--- src/rtl/uart_tx_stim.sv ---
// ============================================================================
// uart_tx_stim : 8N1 UART serializer with a small byte FIFO (stimulus/loopback)
// Revision    : 1.0
// ============================================================================
`default_nettype none

module uart_tx_stim #(
  parameter int CLK_FREQ_HZ = 1_600_000,
  parameter int BAUD_RATE   = 100_000,
  parameter int FIFO_DEPTH  = 4,
  parameter int STOP_BITS   = 1
) (
  input  logic       clk,
  input  logic       rst_n,
  input  logic [7:0] in_data,
  input  logic       in_valid,
  output logic       in_ready,
  output logic       tx,
  output logic       busy,
  output logic       frame_sent,
  output logic [4:0] fifo_count
);

  localparam int DIV = CLK_FREQ_HZ / BAUD_RATE;
  localparam int CW  = (DIV > 1) ? $clog2(DIV) : 1;
  localparam int PW  = (FIFO_DEPTH > 1) ? $clog2(FIFO_DEPTH) : 1;

  localparam logic [CW-1:0] BAUD_LAST = CW'(DIV - 1);
  localparam logic [4:0]    DEPTH_CNT = 5'(FIFO_DEPTH);
  localparam logic          STOP_LAST = (STOP_BITS == 2);

  typedef enum logic [1:0] {
    S_IDLE  = 2'd0,
    S_START = 2'd1,
    S_DATA  = 2'd2,
    S_STOP  = 2'd3
  } state_e;

  state_e        state_q;
  logic [CW-1:0] baud_q;
  logic [2:0]    bit_q;
  logic          stop_q;
  logic [7:0]    shift_q;
  logic          tx_q;
  logic          busy_q;
  logic          sent_q;

  logic [7:0]    mem_q [FIFO_DEPTH];
  logic [PW-1:0] wr_ptr_q;
  logic [PW-1:0] rd_ptr_q;
  logic [4:0]    count_q;
  logic [4:0]    count_d;

  logic          w_push;
  logic          w_pop;
  logic          w_bit_end;
  logic          w_frame_end;
  logic [7:0]    w_head;

  // Push is gated only by registered fullness, so a full FIFO refuses even when popping.
  assign w_push      = in_valid && (count_q != DEPTH_CNT);
  assign w_bit_end   = (baud_q == BAUD_LAST);
  assign w_frame_end = (state_q == S_STOP) && w_bit_end && (stop_q == STOP_LAST);
  assign w_pop       = (count_q != 5'd0) && ((state_q == S_IDLE) || w_frame_end);
  assign w_head      = mem_q[rd_ptr_q];

  always_comb begin
    count_d = count_q;
    case ({w_push, w_pop})
      2'b10:   count_d = count_q + 5'd1;
      2'b01:   count_d = count_q - 5'd1;
      default: count_d = count_q;
    endcase
  end

  always_ff @(posedge clk) begin
    if (w_push) begin
      mem_q[wr_ptr_q] <= in_data;
    end
  end

  always_ff @(posedge clk or negedge rst_n) begin
    if (!rst_n) begin
      wr_ptr_q <= '0;
      rd_ptr_q <= '0;
      count_q  <= 5'd0;
    end else begin
      if (w_push) begin
        wr_ptr_q <= wr_ptr_q + 1'b1;
      end
      if (w_pop) begin
        rd_ptr_q <= rd_ptr_q + 1'b1;
      end
      count_q <= count_d;
    end
  end

  always_ff @(posedge clk or negedge rst_n) begin
    if (!rst_n) begin
      state_q <= S_IDLE;
      baud_q  <= '0;
      bit_q   <= 3'd0;
      stop_q  <= 1'b0;
      shift_q <= 8'd0;
      tx_q    <= 1'b1;
      busy_q  <= 1'b0;
      sent_q  <= 1'b0;
    end else begin
      sent_q <= 1'b0;
      case (state_q)
        S_IDLE: begin
          if (w_pop) begin
            shift_q <= w_head;
            baud_q  <= '0;
            tx_q    <= 1'b0;
            busy_q  <= 1'b1;
            state_q <= S_START;
          end
        end
        S_START: begin
          if (w_bit_end) begin
            baud_q  <= '0;
            bit_q   <= 3'd0;
            tx_q    <= shift_q[0];
            state_q <= S_DATA;
          end else begin
            baud_q <= baud_q + 1'b1;
          end
        end
        S_DATA: begin
          if (w_bit_end) begin
            baud_q <= '0;
            if (bit_q == 3'd7) begin
              stop_q  <= 1'b0;
              tx_q    <= 1'b1;
              state_q <= S_STOP;
            end else begin
              bit_q   <= bit_q + 3'd1;
              shift_q <= {1'b0, shift_q[7:1]};
              tx_q    <= shift_q[1];
            end
          end else begin
            baud_q <= baud_q + 1'b1;
          end
        end
        S_STOP: begin
          if (w_bit_end) begin
            baud_q <= '0;
            if (stop_q == STOP_LAST) begin
              sent_q <= 1'b1;
              // Chain straight into the next start bit when a byte is already queued.
              if (w_pop) begin
                shift_q <= w_head;
                tx_q    <= 1'b0;
                state_q <= S_START;
              end else begin
                tx_q    <= 1'b1;
                busy_q  <= 1'b0;
                state_q <= S_IDLE;
              end
            end else begin
              stop_q <= 1'b1;
            end
          end else begin
            baud_q <= baud_q + 1'b1;
          end
        end
        default: begin
          state_q <= S_IDLE;
          tx_q    <= 1'b1;
          busy_q  <= 1'b0;
        end
      endcase
    end
  end

  assign in_ready   = (count_q != DEPTH_CNT);
  assign tx         = tx_q;
  assign busy       = busy_q;
  assign frame_sent = sent_q;
  assign fifo_count = count_q;

endmodule

`default_nettype wire

--- config.mk ---
export PLATFORM = sky130hd
export DESIGN_NAME = uart_tx_stim
export DESIGN_NICKNAME = d
export VERILOG_FILES = /design/src/rtl/uart_tx_stim.sv
export SDC_FILE = /design/constraint.sdc
export NUM_CORES = 1
export LEC_CHECK = 0
export CAP_MARGIN = 20
export CORE_MARGIN = 3
export CORE_UTILIZATION = 50
export CTS_BUF_LIST = sky130_fd_sc_hd__clkbuf_4 sky130_fd_sc_hd__clkbuf_8 sky130_fd_sc_hd__clkbuf_16
export DETAILED_ROUTE_END_ITERATION = 8
export PLACE_DENSITY = 0.77
export RECOVER_POWER = 50
export SLEW_MARGIN = 20
export SYNTH_ARGS = -nofsm -noshare
export SYNTH_HDL_FRONTEND = slang
export SYNTH_SLANG_ARGS = --single-unit
--- constraint.sdc ---
create_clock -name clk -period 2.7 [get_ports clk]
set_clock_uncertainty 0.1 [all_clocks]
set_input_delay 0.54 -clock clk [delete_from_list [all_inputs] [get_ports clk]]
set_output_delay 0.54 -clock clk [all_outputs]
set_load 0.03 [all_outputs]
==> results of run 1 <==
-- tightest hold or removal path, delay by kind of cell, from the launching register on --
| family | cells | cell delay (ps) |
|---|---|---|
| flops | 1 | 370 |
| compound gates | 1 | 60 |
| simple gates | 1 | 50 |
-- state kept, by name (all words and copies together), names as in the netlist --
| signal | cells |
|---|---|
| mem_q | 32 |
| shift_q | 8 |
| fifo_count | 5 |
| baud_q | 4 |
| bit_q | 3 |
| rd_ptr_q | 2 |
| state_q | 2 |
| wr_ptr_q | 2 |
| busy | 1 |
| frame_sent | 1 |
| tx | 1 |
-- cells in the final DEF, fill, tap and decap left out, types with 2 or more instances in the layout --
cell type | netlist | layout
nand3_1 | 2 | 2
a22o_1 | 2 | 2
and3_1 | 5 | 5
mux2_4 | 2 | 2
a21oi_2 | 0 | 2
o22ai_1 | 3 | 3
dfrtp_2 | 0 | 4
a21o_1 | 2 | 2
nand2_1 | 17 | 17
edfxtp_1 | 32 | 32
clkbuf_8 | 0 | 9
clkinvlp_4 | 0 | 2
a21oi_1 | 7 | 5
nor2_1 | 5 | 5
dlygate4sd3_1 | 0 | 9
ha_1 | 16 | 15
clkbuf_1 | 5 | 3
o21ai_0 | 8 | 8
xnor2_1 | 6 | 6
dfrtp_1 | 28 | 24
o2bb2ai_1 | 2 | 2
clkdlybuf4s50_1 | 0 | 9
nor3b_1 | 2 | 2
mux2_2 | 15 | 15
nor3_1 | 3 | 3
a211o_1 | 3 | 3
inv_1 | 10 | 10
mux4_2 | 8 | 8
a41oi_1 | 2 | 2
buf_4 | 0 | 10
-- cells in the mapped netlist (all sizes together) (3+ instances only) --
library cell / count
mux4: 8
clkbuf: 5
and3: 5
a21oi: 7
buf: 4
nor3: 3
inv: 11
o21ai: 9
nor2: 6
edfxtp: 32
xnor2: 6
nand2: 18
mux2: 17
ha: 16
o22ai: 3
a211o: 3
dfrtp: 28
-- through the flow --
stage / hold slack (ps) / TNS [ps] / util (%) / power [uW]
after floorplan: 144.4 / 0 / - / 2904
after global placement: 363.4 / 0 / 58.48 / 3308
after detailed placement: 371.2 / -8.821 / 58.48 / 3376
after CTS: 381.2 / 0 / 61.90 / 4180
after global routing: 422.9 / -28.41 / 62.45 / 4504
final: 378.0 / 0 / 62.45 / 4205
-- what timing repair did --
action	in CTS	in global routing
gates resized for setup	1	4
setup buffers	0	4
setup endpoints to repair	1	1
pin swaps	0	1
-- cell type report --
| cell class | instances | share of cell area, % |
|---|---|---|
| Inverter | 11 | 1.172 |
| Timing Repair Buffer | 32 | 7.812 |
| Clock buffer | 10 | 3.729 |
| Clock inverter | 6 | 1.776 |
| Sequential cell | 61 | 48.05 |
| Tap cell | 72 | 2.557 |
| Multi-Input combinational cell | 135 | 34.91 |
-- path summary, 6_finish.rpt --
kind / from / end / cells after the start
hold reg to reg: tx$_DFFE_PN1P_ / tx$_DFFE_PN1P_ / 2
setup reg to reg: fifo_count[4]$_DFFE_PN0P_ / fifo_count[4]$_DFFE_PN0P_ / 11
min in group asynchronous: rst_n / shift_q[2]$_DFFE_PN0P_ / 2
max in group asynchronous: rst_n / fifo_count[0]$_DFFE_PN0P_ / 2
setup / recovery: fifo_count[4]$_DFFE_PN0P_ / fifo_count[4]$_DFFE_PN0P_ / 11
hold / removal: tx$_DFFE_PN1P_ / tx$_DFFE_PN1P_ / 2
-- metal layers --
metal | vias up | GRT usage (%)
li1 | 880 | -
met1 | 914 | 22.93
met2 | 33 | 25.73
met3 | 12 | 4.762
met4 | 0 | 7.456
met5 | - | 0
-- power groups by stage --
stage                     combinational, uW  clock (uW)  sequential, uW
after floorplan                        1330           0            1580
after global placement                 1710           0            1600
after detailed placement               1760           0            1620
after CTS                              1770         805            1600
after global routing                   2020         852            1630
final                                  1830         788            1590
-- cells by family (layout without fill, tap and decap cells) --
kind of cell | after synthesis | after routing | share of synthesized area, %
simple gates | 46 | 46 | 8.598
buf+inv | 20 | 59 | 3.297
fa+ha+maj | 17 | 17 | 7.346
mux | 25 | 25 | 12.65
xor+xnor | 7 | 7 | 2.045
flops | 61 | 61 | 56.30
compound gates | 40 | 40 | 9.767
==> reports/summary.txt, run 1 <==
Crit Path Category - reg2reg
Pin count of the biggest net entering global routing - 30
Setup slack, reg-to-reg - 150 ps
Period utilisation layout - 94.36%
Design Area, Final - 0.003523 mm^2
Gr ovfl total - 0
CTS Sinks - 61
Slew Limit Fails - 30
Metal-1 WL - 2489 um
Detail Route Antenna Nets - 0
Tightest Pin Transition - 1550 ps
Startpoint Class - flip-flop
Failing checks - capacitance limit, slew limit
Die ar. - 0.006961 mm^2
Final wirelength - 5464 um
Switching Share - 36.43%
Cell Area, Synth - 0.002998 mm^2
Synth top area share - 32.05%
Crit path top cell by count - inv_1
Internal power - 2673 uW
Status - finished, violations left
CTS tree - done
Worst path cell trace - nor4_4, nand2_2, and2_4, inv_1, ha_2, buf_4, ha_1, inv_1, or3_1, nand4b_1, o311ai_0
Root Driver - clkbuf_8
Net switching power - 1532 uW
# DRC - 0
Flop pwr share - 37.7%
CP max FO - 6
Register Area - 0.001693 mm^2
Multi-input gate area - 0.001230 mm^2
Fill cells - 415
Post-synth top area cell - edfxtp_1
Leakage - 0.001383 uW
Max Used Layer - met4
GRT Overall Usage - 16.99%
Area Overhead vs Synth - 17.53%
Layout cell share with drive strength beyond 1 - 25.88%
DRT Pass-1 Iters - 5
Core box area - 0.005642 mm^2
Register bit total from synthesis - 61
Max-Slew Margin vs Limit - -3.334%
Num CTS Buffers - 9
Placed cells - 307
Worst hold path class - reg2reg
Synth top area cells - edfxtp_1, dfrtp_1, ha_1
Bufs and invs on worst path - 3
Initial core utilization - 53.14%
Critical Path Max Stage Delay - 430 ps
I/O Buffers - 19
EDFF count, synth - 32
Via count - 1,839
Worst slack, placed - -8.821 ps
Initial antenna violation count - 0
DPL Wire Length - 3685 um
P per Cell Area - 1193 mW/mm^2
Max IR drop VDD - 0.5206 mV
Avg Vias per Cell - 5.624
Share of power burned in the clock network - 18.7%
Die width - 83.43 um
Vias in the first global route - 1,872
Number of DRC markers in iteration 0 - 117
Final setup viols - 0
Met3 wire length - 191 um
GP Congestion - 0.8507
Slowest stage cell, crit path - dfrtp_2
Post-Syn Nets - 244
Final worst setup slack - 152.2 ps
Die Ht - 83.43 um
Comb power frac - 43.5%
Synth Flop Type - edfxtp_1
Delay-heaviest family, CP - simple AND/OR/NAND/NOR gates
Tmin final - 2548 ps
Arr. time, crit path - 2640 ps
CP required - 2790 ps
Synth Instances - 216
Share of async-settable or async-resettable flops after synthesis - 47.54%
Htree depth - 3
WL met2 - 2694 um
# IOs - 20
Yosys Warn Count - 0
Avg WL per Cell - 16.71 um
Area post-placement - 0.003299 mm^2
Distinct cells, synth - 51
Syn avg cell area - 13.88 um^2
Global-route wire length before repair - 9239 um
Non-filler cells, final - 327
Clock buffer depth - 2
Diodes inserted - 0
Endpoint class of the critical path - flip-flop
Maximum clock frequency - 392.5 MHz
Post-CTS Hold Buffers - 0
Number of nets in the layout - 278
# Max-Cap Violations - 1
Later-pin clock latency in the skew report - 330 ps
Final hold violations - 0
Std-Cell Rows - 27
Post-synthesis sequential area ratio - 56.30%
CTS clk-pin slew, worst paths - 70 ps
No activity file was read; power rests on OpenSTA's default activity.
==> run 2: changes to the inputs <==
- CAP_MARGIN: 20 -> default
==> results of run 2 <==
No change in the layout: final DEF, timing and power equal those of run 1.
